===== src/rtl/vga_timing_gen.sv =====
// Parametrised VESA-style timing generator: counters, sync, blanking, data enable and line/frame strobes.
// Optional VGA_TIMING_FRAME_CNT_EN adds a 16-bit frame counter output.
module vga_timing_gen #(
  parameter int H_ACTIVE   = 800,
  parameter int H_FP       = 40,
  parameter int H_SYNC     = 128,
  parameter int H_BP       = 88,
  parameter int V_ACTIVE   = 600,
  parameter int V_FP       = 1,
  parameter int V_SYNC     = 4,
  parameter int V_BP       = 23,
  parameter bit H_SYNC_POL = 1'b1,
  parameter bit V_SYNC_POL = 1'b1,
  parameter int CNT_W      = 11
) (
  input  logic             clk,
  input  logic             rst_n,
  input  logic             pix_en,
  input  logic             restart,
  output logic [CNT_W-1:0] hcount,
  output logic [CNT_W-1:0] vcount,
  output logic             hsync,
  output logic             vsync,
  output logic             hblnk,
  output logic             vblnk,
  output logic             de,
  output logic             line_start,
  output logic             frame_start
`ifdef VGA_TIMING_FRAME_CNT_EN
  ,
  output logic [15:0]      frame_cnt
`endif
);

  localparam int H_TOTAL = H_ACTIVE + H_FP + H_SYNC + H_BP;
  localparam int V_TOTAL = V_ACTIVE + V_FP + V_SYNC + V_BP;
  localparam logic [CNT_W-1:0] H_LAST = CNT_W'(H_TOTAL - 1);
  localparam logic [CNT_W-1:0] V_LAST = CNT_W'(V_TOTAL - 1);

  logic             adv;
  logic [CNT_W-1:0] nh;
  logic [CNT_W-1:0] nv;
  logic             nhsync;
  logic             nvsync;
  logic             nhblnk;
  logic             nvblnk;
  logic             nline;
  logic             nframe;

  // Next position is decoded before registering so flags never lag the counters.
  always_comb begin
    adv = restart | pix_en;
    nh  = hcount;
    nv  = vcount;
    if (restart) begin
      nh = '0;
      nv = '0;
    end else if (hcount == H_LAST) begin
      nh = '0;
      nv = (vcount == V_LAST) ? '0 : vcount + CNT_W'(1);
    end else begin
      nh = hcount + CNT_W'(1);
    end
    nhblnk = (32'(nh) >= H_ACTIVE);
    nvblnk = (32'(nv) >= V_ACTIVE);
    nhsync = ((32'(nh) >= H_ACTIVE + H_FP) && (32'(nh) < H_ACTIVE + H_FP + H_SYNC))
             ? H_SYNC_POL : !H_SYNC_POL;
    nvsync = ((32'(nv) >= V_ACTIVE + V_FP) && (32'(nv) < V_ACTIVE + V_FP + V_SYNC))
             ? V_SYNC_POL : !V_SYNC_POL;
    nline  = (nh == '0);
    nframe = (nh == '0) && (nv == '0);
  end

  always_ff @(posedge clk or negedge rst_n) begin
    if (!rst_n) begin
      hcount      <= '0;
      vcount      <= '0;
      hsync       <= !H_SYNC_POL;
      vsync       <= !V_SYNC_POL;
      hblnk       <= 1'b0;
      vblnk       <= 1'b0;
      de          <= 1'b1;
      line_start  <= 1'b0;
      frame_start <= 1'b0;
    end else if (adv) begin
      hcount      <= nh;
      vcount      <= nv;
      hsync       <= nhsync;
      vsync       <= nvsync;
      hblnk       <= nhblnk;
      vblnk       <= nvblnk;
      de          <= !nhblnk && !nvblnk;
      line_start  <= nline;
      frame_start <= nframe;
    end
  end

`ifdef VGA_TIMING_FRAME_CNT_EN
  // Counts each edge that registers a new frame_start, restarts included.
  always_ff @(posedge clk or negedge rst_n) begin
    if (!rst_n) begin
      frame_cnt <= '0;
    end else if (adv && nframe) begin
      frame_cnt <= frame_cnt + 16'd1;
    end
  end
`endif

endmodule

===== config.mk =====
export PLATFORM = sky130hd
export DESIGN_NAME = vga_timing_gen
export DESIGN_NICKNAME = d
export VERILOG_FILES = /design/src/rtl/vga_timing_gen.sv
export SDC_FILE = /design/constraint.sdc
export NUM_CORES = 1
export LEC_CHECK = 0
export CORE_MARGIN = 4
export CORE_UTILIZATION = 49
export CTS_BUF_LIST = sky130_fd_sc_hd__clkbuf_16
export DETAILED_ROUTE_END_ITERATION = 12
export PLACE_DENSITY = 0.76
export SETUP_SLACK_MARGIN = 0.05
export SYNTH_ARGS = -nofsm -noshare
export SYNTH_HDL_FRONTEND = slang
export SYNTH_SLANG_ARGS = --single-unit

===== constraint.sdc =====
create_clock -name clk -period 2.1 [get_ports clk]
set_input_delay 0.315 -clock clk [delete_from_list [all_inputs] [get_ports clk]]
set_output_delay 0.315 -clock clk [all_outputs]
set_load 0.05 [all_outputs]

* After elaboration in Yosys (flattened, before gate mapping) *
Index checks and enable logic that the tools add are counted.

storage, ports and cells
  register bits = 29
  logic and storage cells = 35

cells by class
  $add $sub $neg = 2
  $lt $le $gt $ge = 6
  equal/unequal tests = 2
  multiplexer cells = 7
  bitwise gates (word level) = 1
  reduce and logical (&&, ||, !) cells = 8

operators by type and width
  operator               number
  $mux 11                5
  $ge 11x10->1 const B   4
  $add 11x1->11 const B  2
  $logic_not 11->1       2
  $lt 11x10->1 const B   2
  $eq 11x10->1 const B   1
  $eq 11x11->1 const B   1
  $logic_and 1x1->1      4
  $logic_not 1->1        2
  $mux 1                 2
  $or 1x1->1             1

* Logic depth before layout (Yosys ltp) *
  word-level depth = 7
  mapped depth = 10

* Worst setup path before layout *
Ideal clock, no wire load.

  kind = register -> register
  start point = reg hcount[0]
  end point = reg de
  data arrival time = 2485 ps
  required time = 2021 ps
  slack = -464 ps
  stages on the path, launching flop included = 10
  path buffers = 1
  cell sequence = dfrtp_1 > ha_1 > and4_1 > buf_6 > and3_4 > o211a_1 > a2111oi_4 > a21bo_1 > o311a_1 > a22o_1

on the way
  longest elaborated chain between the ends = 6
  elaborated cells between the ends (all ways) = 11

RTL lines
  what                                                  RTL line  text
  start, declared                                       20        output logic [CNT_W-1:0] hcount,
  start signal, assigned                                86        hcount <= nh;
  $add 11x1->11 / $eq 11x11->1 (equally long branches)  62, 58
  $mux 11                                               58        end else if (hcount == H_LAST) begin
  $mux 11                                               55        if (restart) begin
  $ge 11x10->1, on equally long branches                64, 65
  $logic_not 1->1                                       92        de <= !nhblnk && !nvblnk;
  $logic_and 1x1->1 *                                   92
  end signal, assigned                                  92
  end, declared                                         26        output logic de,

Mark *: on every way between the ends. The rest lies on a longest branch, timed or not.
A chain may end at the register's enable or synchronous reset.

* Worst setup path in the final report *
  start point = reg hcount[1]
  end point = reg frame_start

on the way
  longest elaborated chain between the ends = 5
  elaborated cells between the ends (all ways) = 9

RTL lines
  what                                                  RTL line  text
  $add 11x1->11 / $eq 11x11->1 (equally long branches)  62, 58
  $mux 11                                               58
  $mux 11                                               55
  $logic_not 11->1                                      71        nframe = (nh == '0) && (nv == '0);
  $logic_and 1x1->1 *                                   71
  end signal, assigned                                  94        frame_start <= nframe;
  end, declared                                         28        output logic frame_start

Marks and branches as above.

==> results.toml <==
[sta]
hold_viol = 0
finalMaxSlewViolations = 0
skew_ns = 0.00665
tightest_slew_ns = 0.666
fmax_mhz = 454
fin_crit_ns = 2.20
fin_crit_sh_pct = 105
hold-worst-slack_ns = 0.425
setup_slack_ns = -0.102
setup-violations-final = 4
rsz0062_at_grt = "true"
tns_ns = -0.227
relSlewSlack_pct = 55.6

[floorplanning]
die_w_um = 74.8
start_util_pct = 50.5
chipHeight_um = 74.8
io_pins = 33
rows = 24
die_area_um2 = 5590
core_um2 = 4320

[cells_and_area]
final_cell_area_um2 = 3310
nNetsFinal = 355
drive_gt1_share_pct = 38.9
utilization_pct = 76.6
syn_to_final_growth_pct = 51.6
nFillCells = 309
register_area_um2 = 748
multi_input_comb_area_um2 = 1540
diodes = 0

[global_route]
grt_pass1_wl_um = 11200
grt_max_degree = 30
grt_pass1_vias = 2228
grt_use_total_pct = 26.6
overflow = 0
antenna_found_initial = 0

[synth]
synthArstFlopShare_pct = 100
synth_top_area_share_pct = 32.1
synth_flop_cell = "dfrtp_1"
syn_area_um2 = 2180
synthTopCellsByCount = "nand2_1, dfrtp_1, nor2_1"
ys_seq_area_share_pct = 33.3
synth.most_common_cell = "nand2_1"
synth_nets = 274
ys_ff_latch = 29
synth_top_area_cell = "dfrtp_1"
syn_inst = 268
synth_edf_count = 0
synthDistinctLibCells = 58
synthTopCellsByArea = "dfrtp_1, nand2_1, a21oi_1"
syn_avg_cell_area_um2 = 8.15
ys_warn_count = 0

[worst_setup_path]
cp-start-kind = "flop"
worst-setup-path-type = "flop to flop"
crit_fanout = 4
worstPathArrival_ns = 2.39
endpoint_kind = "flop"
worstPathRequired_ns = 2.29

[cts]
clkTransAtPathRegs_ns = 0.05
h-tree-depth = 2
clock_latency_ns = 0.28
cts_tree = "built"
clockBufferDepth = 2
cts_sinks = 29
cts.root.buffer_cell = "clkbuf_16"
cts_buffers = 5

[power]
p_per_area_nw_per_um2 = 432
ir_worst_vdd_mv = 0.413
p_leak_nw = 1.34

[place]
place_hpwl_um = 4740
numPortBuffers = 32
gp_congestion = 0.929
place_area_um2 = 2970

[worst_hold_path]
holdCritPathClass = "input pin to asynchronous set/reset pin"

[flow_run]
cap_violations = 0

[drt]
vias = 2553
wl_um = 7720
ant_nets = 0
drcViolationCount = 0
wire_per_inst_um = 19.2
drt_iter0_drc = 371
post_drt_via_cell_ratio = 6.35
first_pass_iters = 6

[status]
status = "finished with violations"
failed_checks = "negative setup slack"
==> where the power goes <==
| group | switching [W] | internal, W |
|---|---|---|
| Combinational | 0.000109 | 0.0000591 |
| Sequential | 0.00000850 | 0.000571 |
| Clock | 0.000255 | 0.000427 |
| Total | 0.000373 | 0.00106 |
==> timing repair <==
| action | CTS | global route |
|---|---|---|
| gates cloned | 0 | 1 |
| gates resized for setup | 18 | 20 |
| setup buffers | 2 | 3 |
| setup endpoints to repair | 9 | 15 |
| pin swaps | 4 | 8 |
| hold buffers | 0 | 0 |
==> layer usage <==
metal / track usage, % / up-vias / part of all wire [%]
met4: 8.89 / 0 / 3.8
li1: - / 1142 / -
met2: 42.6 / 175 / 48
met5: 0 / - / 0
met3: 6.14 / 44 / 8.7
met1: 35.5 / 1192 / 40
==> metrics by stage <==
step	power (W)	setup WS, ns	instances
2_1_floorplan	0.000676	-0.162	268
3_3_place_gp	0.000747	-0.146	388
3_5_place_dp	0.000748	-0.175	388
4_1_cts	0.00143	-0.0291	398
5_1_grt	0.00147	-0.196	402
6_report	0.00143	-0.102	402
==> worst max-delay path, stage by stage (launching register included) <==
cell and delay (ns):
dfrtp_2 0.38, ha_4 0.16, nand4_1 0.16, or2_1 0.32, o311ai_2 0.33, a211oi_1 0.12, or3_1 0.38, o31ai_2 0.25
==> area by class of cell <==
class	instances	share of cell area, %
multi-input combinational	213	46.4
timing repair buffer	98	24.6
clock buffer	5	3.78
tap	52	1.97
clock inverter	3	0.378
inverter	2	0.227
sequential	29	22.6
==> flip-flops by register name, summed over array words and instances (netlist names) <==
name	flops
vcount	11
hsync	1
de	1
frame_start	1
hcount	11
line_start	1
vblnk	1
hblnk	1
vsync	1
==> kinds of logic (layout without fill, tap and decap cells) <==
| family | Yosys count | after routing | synth area share (%) |
|---|---|---|---|
| XOR/XNOR | 12 | 12 | 4.81 |
| adder cells (fa/ha/maj) | 2 | 2 | 1.15 |
| AO/OA/AOI/OAI | 76 | 76 | 22.9 |
| multiplexers | 3 | 3 | 1.66 |
| buffers and inverters | 27 | 108 | 6.25 |
| flip-flops | 29 | 29 | 33.3 |
| AND/OR/NAND/NOR | 119 | 120 | 29.9 |
==> path summary, 6_finish.rpt <==
check / start / end / slack [ns] / cells past startpoint
setup / recovery: hcount[1] / frame_start / -0.10 / 7
hold / removal: rst_n / vcount[3] / 0.42 / 2
setup reg to reg: hcount[1] / frame_start / -0.10 / 7
hold reg to reg: line_start / line_start / 0.49 / 2
max in group asynchronous: rst_n / de / 1.34 / 2
min in group clk: line_start / line_start / 0.49 / 2
==> cells in the final DEF (no fill, tap or decap), types with 4 or more instances in the layout <==
cell,n
nand3_1,14
xor2_1,4
xnor2_1,7
and3_1,7
nor3_1,6
and3_4,6
nand4_1,6
nor2_1,20
o21ai_1,4
nand2_1,28
buf_4,66
clkbuf_16,5
o21ai_0,15
o31ai_1,6
a21oi_1,19
dfrtp_2,17
dfrtp_1,11
a21o_1,4
clkdlybuf4s50_1,31
(Power assumes the default switching activity.)
